[src/rtl/cosim_commit_tracer.sv]
// Non-blocking commit tracer for lock-step co-simulation: captures retired
// instructions once START_PC is seen and queues them in a small FIFO for the checker.
module cosim_commit_tracer #(
  parameter int unsigned DEPTH    = 8,
  parameter logic [63:0] START_PC = 64'h8000_0000
) (
  input  logic        clk,
  input  logic        rst,
  input  logic        commit,
  input  logic        stall_exe,
  input  logic [63:0] pc,
  input  logic [31:0] instr,
  input  logic        xreg_we,
  input  logic [4:0]  xreg_dest,
  input  logic        freg_we,
  input  logic [4:0]  freg_dest,
  input  logic [63:0] commit_data,
  input  logic        excep_valid,
  input  logic [63:0] excep_cause,
  output logic        rec_valid,
  input  logic        rec_ready,
  output logic [63:0] rec_pc,
  output logic [31:0] rec_instr,
  output logic [1:0]  rec_kind,
  output logic [4:0]  rec_dst,
  output logic [63:0] rec_data,
  output logic [31:0] rec_seq,
  output logic        armed,
  output logic        overflow,
  output logic [15:0] drop_count
);

  localparam int unsigned AW = $clog2(DEPTH);
  localparam logic [AW:0] FULL_CNT = (AW + 1)'(DEPTH);

  typedef enum logic [1:0] {
    KIND_NONE = 2'b00,
    KIND_XREG = 2'b01,
    KIND_FREG = 2'b10,
    KIND_EXCP = 2'b11
  } kind_e;

  typedef struct packed {
    logic [63:0] pc;
    logic [31:0] instr;
    kind_e       kind;
    logic [4:0]  dst;
    logic [63:0] data;
    logic [31:0] seq;
  } rec_t;

  logic          armed_q, armed_d;
  logic          overflow_q, overflow_d;
  logic [15:0]   drop_count_q, drop_count_d;
  logic [31:0]   seq_q, seq_d;
  logic [AW-1:0] wr_ptr_q, wr_ptr_d;
  logic [AW-1:0] rd_ptr_q, rd_ptr_d;
  logic [AW:0]   count_q, count_d;
  rec_t          rec_mem_q [DEPTH];
  rec_t          entry_d;
  rec_t          head;
  logic          capture, log_event, full, pop, push, drop;

  always_comb begin
    capture   = commit && (!stall_exe || excep_valid);
    // The arming capture is itself logged, so armed_q alone is not enough here.
    log_event = capture && (armed_q || (pc == START_PC));
    full      = (count_q == FULL_CNT);
    pop       = (count_q != '0) && rec_ready;
    push      = log_event && (!full || pop);
    drop      = log_event && !push;

    entry_d       = '0;
    entry_d.pc    = pc;
    entry_d.instr = instr;
    entry_d.seq   = seq_q;
    entry_d.kind  = KIND_NONE;
    if (excep_valid) begin
      entry_d.kind = KIND_EXCP;
      entry_d.data = excep_cause;
    end else if (xreg_we && (xreg_dest != '0)) begin
      entry_d.kind = KIND_XREG;
      entry_d.dst  = xreg_dest;
      entry_d.data = commit_data;
    end else if (freg_we) begin
      entry_d.kind = KIND_FREG;
      entry_d.dst  = freg_dest;
      entry_d.data = commit_data;
    end

    armed_d      = armed_q || log_event;
    seq_d        = log_event ? seq_q + 32'd1 : seq_q;
    overflow_d   = overflow_q || drop;
    drop_count_d = (drop && (drop_count_q != '1)) ? drop_count_q + 16'd1 : drop_count_q;
    wr_ptr_d     = push ? wr_ptr_q + AW'(1) : wr_ptr_q;
    rd_ptr_d     = pop ? rd_ptr_q + AW'(1) : rd_ptr_q;
    count_d      = count_q;
    if (push && !pop) begin
      count_d = count_q + (AW + 1)'(1);
    end else if (pop && !push) begin
      count_d = count_q - (AW + 1)'(1);
    end
  end

  always_ff @(posedge clk) begin
    if (rst) begin
      armed_q      <= 1'b0;
      overflow_q   <= 1'b0;
      drop_count_q <= '0;
      seq_q        <= '0;
      wr_ptr_q     <= '0;
      rd_ptr_q     <= '0;
      count_q      <= '0;
    end else begin
      armed_q      <= armed_d;
      overflow_q   <= overflow_d;
      drop_count_q <= drop_count_d;
      seq_q        <= seq_d;
      wr_ptr_q     <= wr_ptr_d;
      rd_ptr_q     <= rd_ptr_d;
      count_q      <= count_d;
    end
  end

  always_ff @(posedge clk) begin
    if (!rst && push) begin
      rec_mem_q[wr_ptr_q] <= entry_d;
    end
  end

  always_comb begin
    head      = rec_mem_q[rd_ptr_q];
    rec_valid = (count_q != '0);
    rec_pc    = rec_valid ? head.pc    : '0;
    rec_instr = rec_valid ? head.instr : '0;
    rec_kind  = rec_valid ? head.kind  : '0;
    rec_dst   = rec_valid ? head.dst   : '0;
    rec_data  = rec_valid ? head.data  : '0;
    rec_seq   = rec_valid ? head.seq   : '0;
  end

  assign armed      = armed_q;
  assign overflow   = overflow_q;
  assign drop_count = drop_count_q;

endmodule

[config.mk]
export PLATFORM = sky130hd
export DESIGN_NAME = cosim_commit_tracer
export DESIGN_NICKNAME = d
export VERILOG_FILES = /design/src/rtl/cosim_commit_tracer.sv
export SDC_FILE = /design/constraint.sdc
export NUM_CORES = 2
export LEC_CHECK = 0
export BUFFER_PORTS_ARGS = -buffer_cell sky130_fd_sc_hd__buf_2
export CAP_MARGIN = 20
export CORE_AREA = 4 4 347 349
export DETAILED_ROUTE_END_ITERATION = 6
export DIE_AREA = 0 0 351 353
export GPL_ROUTABILITY_DRIVEN = 0
export PLACE_DENSITY = 0.72
export SLEW_MARGIN = 5
export SYNTH_ARGS = -nofsm -noshare
export SYNTH_HDL_FRONTEND = slang
export SYNTH_SLANG_ARGS = --single-unit
[constraint.sdc]
create_clock -name clk -period 51.1 [get_ports clk]
set_input_delay 10.22 -clock clk [delete_from_list [all_inputs] [get_ports clk]]
set_output_delay 10.22 -clock clk [all_outputs]
set_load 0.02 [all_outputs]
==> key figures <==
Clock tree
  – Clock Pin Slew Worst Setup and Hold Paths: about 0.06 ns
  – CTS sink cnt: 1655
  – H-tree depth: 4
  – Worst-Skew Late Latency: 0.77 ns
  – CTS tree: built
  – CTS Hold Bufs: 0
  – Num CTS Buffers: around 170
  – Post-CTS Setup Inserts: 0
  – Max Root-Sink Buffers: 3
  – Root Driver: clkbuf_16
  – # resized after CTS: 0

Route
  – Avg WL per Cell: around 26 um
  – Drt first pass iters: 5
  – Routed Wire Length: about 140000 um
  – Drt initial violations: 2783
  – DRC: 0
  – Vias: 31900
  – Via density: 6.11
  – Routed Antenna Nets: 0

Setup path
  – Crit path DAT: ~15 ns
  – Worst-path fanout max: 84
  – Crit path required time: 51.47 ns
  – R2r setup slk: between 40 and 50 ns
  – Most frequent CP cell: buf_4
  – CP Capture Type: flip-flop
  – Worst r2r src: armed
  – RR Endpoint: rec_mem_q[6][112]
  – CP Launch Type: primary input
  – CP Class: in -> reg
  – Number of cells on the worst reg-to-reg path: 7
  – Slowest stage delay, CP: roughly 0.86 ns
  – CP max stage cell: buf_4
  – Critical-path cell list: buf_2, nor4_1, nand4_1, o41a_2, buf_4, or4_1, nor2_4, buf_4, buf_4

Placement
  – Placed Instance Area: 68300 um^2
  – Pre-CTS setup slack: 35.27 ns
  – Buffers added on ports: 459
  – HPWL Detailed: approximately 74000 um

STA
  – Fin Clk Skew: 0.0326 ns
  – Final hold violations: 0
  – Final Cycle Share: 0.291
  – Worst Tran Pin Value: approximately 1.5 ns
  – Endpoints failing setup: 0
  – RSZ-0062 raised after global routing: no
  – Slew Viols, Final: 22
  – Setup Total Neg Slack: 0 ns
  – Min cycle time layout: roughly 15 ns
  – Slew margin rel.: -0.00916
  – Final worst setup slack: roughly 36 ns
  – Achievable Freq: slightly below 0.07 GHz

Hold path
  – Hold depth: 2
  – HP Class: reg -> reg
  – Min-Delay Startpoint: rd_ptr_q[1]

Pwr
  – Pwr Total: 3.20 mW
  – Leakage: 23.7 nW
  – Gate power share: 0.159
  – Clock power share: 0.374
  – Psw: approximately 810 uW
  – Pwr dens: 43.4 nW/um^2
  – Worst vdd ir: 0.0342 mV
  – Sequential group share of total power: 0.467
  – Sw Ratio: 0.254
  – P_int: 2.39 mW

Global route
  – Vias in the first global route: 33100
  – Total global-route track usage: 0.225
  – Gr ovfl total: 0
  – Largest net degree at the start of global routing: ~140
  – Initial antenna violation count: 23
  – First-pass GRT wire length: 208000 um

Floorplanning
  – Height of the die: 353 um
  – I/O pin total: 460
  – Die footprint: 124000 um^2
  – Core area: 117000 um^2
  – Initial Util: 0.547
  – Number of cell rows: 126
  – Chip width: 351 um

Final layout
  – Util after Layout: 0.628
  – Syn-to-layout area delta: 15.0%
  – Layout cells sized above 1: 0.319
  – Fill cells: about 8000
  – Fin area: 73800 um^2
  – # nets final: 3793

Yosys
  – Predominant post-synthesis flop cell: edfxtp_1
  – Distinct cells, synth: 47
  – Cells after Synth: a little over 3000
  – Yosys warns: 0
  – Yosys top cell area share: 0.745
  – Post-Syn Nets: 3290
  – Biggest area consumer among synthesized cells: edfxtp_1
  – Number of enable flip-flop cells after synthesis: 1592
  – Top post-synthesis cells by area: edfxtp_1 74%, mux4_2 14%, mux2i_1 3.1%
  – Register area share after synthesis: 0.764
  – Syn Area/Cell: roughly 21 um^2
  – Cell Area, Synth: 64200 um^2
  – #FFs+latches synth: 1655
  – Ys async rst share: 0

Status
  – Status: complete, but fails checks
  – Failing checks: slew limit

Flow run
  – Max-cap check violation count: 0
## layout make-up
cell class	instances	area, um^2	share of cell area
antenna	13	32.5	0.000441
timing repair buffer	508	2820	0.0381
sequential	1655	49100	0.665
inverter	13	48.8	0.000661
tap	1536	1920	0.0260
multi-input combinational	1198	14500	0.196
clock buffer	206	4420	0.0599
clock inverter	94	1000	0.0135
## metal layers
metal / up-vias / routed length [um] / track usage
met4: 16 / 3580 / 0.0673
met1: 16900 / 56400 / 0.311
li1: 13700 / - / -
met2: 1059 / 68600 / 0.367
met5: - / 119 / 0
met3: 221 / 9330 / 0.0478
## how the worst max path moves through the flow
stage | start | cells past startpoint | endpoint | slack, ns
2_1_floorplan | pc[52] | 5 | rec_mem_q[1][0] | 19.48
3_3_place_gp | pc[21] | 9 | rec_mem_q[6][109] | 35.28
3_5_place_dp | pc[21] | 9 | rec_mem_q[6][103] | 35.27
4_1_cts | pc[21] | 9 | rec_mem_q[6][196] | 36.12
5_1_grt | flip-flop | 6 | rec_pc[0] | 35.93
6_report | pc[21] | 9 | rec_mem_q[6][112] | 36.24
## metrics by stage
step / hold WS [ns] / cells
after CTS: 0.480 / 5209
after detailed placement: 0.471 / 4909
after global routing: 0.509 / 5213
after floorplan: 0.454 / 3040
final: 0.478 / 5223
after global placement: 0.462 / 4909
## synth_stat cells, types with 2 or more instances
master    count
and4_1        9
nand3_1      28
o31ai_1      30
nand2_1      23
clkbuf_1    101
dfxtp_1      63
a21oi_1      46
mux4_2      398
nor4_1       23
or3_1         5
buf_1        58
mux2i_1     200
nor2b_1      11
o21ai_0       9
ha_1          7
nor2_1      231
a22o_1       64
and3_1        7
edfxtp_1   1592
nand4_1      21
inv_1        13
nand2b_1      2
xnor2_1       2
xor2_1        3
buf_6         2
buf_2        13
or4_1        33
and2_1        3
a32oi_1       2
mux2_2       12
nor3_1       13
## sequential cells by signal (all words and copies together) (netlist names), named ones only
register and flops:
count_q 4, armed 1, drop_count 16, rd_ptr_q 3, rec_mem_q 1592, seq_q 32
wr_ptr_q 3, overflow 1
## power groups by stage
stage	Sequential [mW]	Clock, mW	Combinational [mW]
detailed placement	1.52	0	0.518
floorplan	1.52	0	0.353
CTS	1.50	1.22	0.520
global route	1.50	1.29	0.548
finish	1.50	1.20	0.509
global placement	1.52	0	0.514
## critical path, delay by kind of cell
kind,cells,cell delay (ns)
compound gates,1,0.63
buf+inv,4,2.18
simple gates,4,2.02
## logic make-up (layout without fill, tap and decap cells)
kind of cell | after synthesis | in the layout | synth area share
AO/OA/AOI/OAI | 161 | 161 | 0.0181
XOR/XNOR | 5 | 5 | 0.000682
adder cells (fa/ha/maj) | 8 | 8 | 0.00168
buffers and inverters | 187 | 821 | 0.0114
flip-flops | 1655 | 1655 | 0.764
multiplexers | 610 | 610 | 0.173
other | 0 | 13 | 0
AND/OR/NAND/NOR | 414 | 414 | 0.0309
## cells in the final DEF, fill, tap and decap left out, drive strengths merged, types with 33 or more instances in the layout
| cell | count |
|---|---|
| buf | 508 |
| clkbuf | 206 |
| a21oi | 46 |
| mux2i | 200 |
| a22o | 64 |
| dfxtp | 63 |
| mux4 | 398 |
| clkinv | 70 |
| edfxtp | 1592 |
| or4 | 33 |
| nor2 | 231 |
Power figures use the tool's default switching activity.
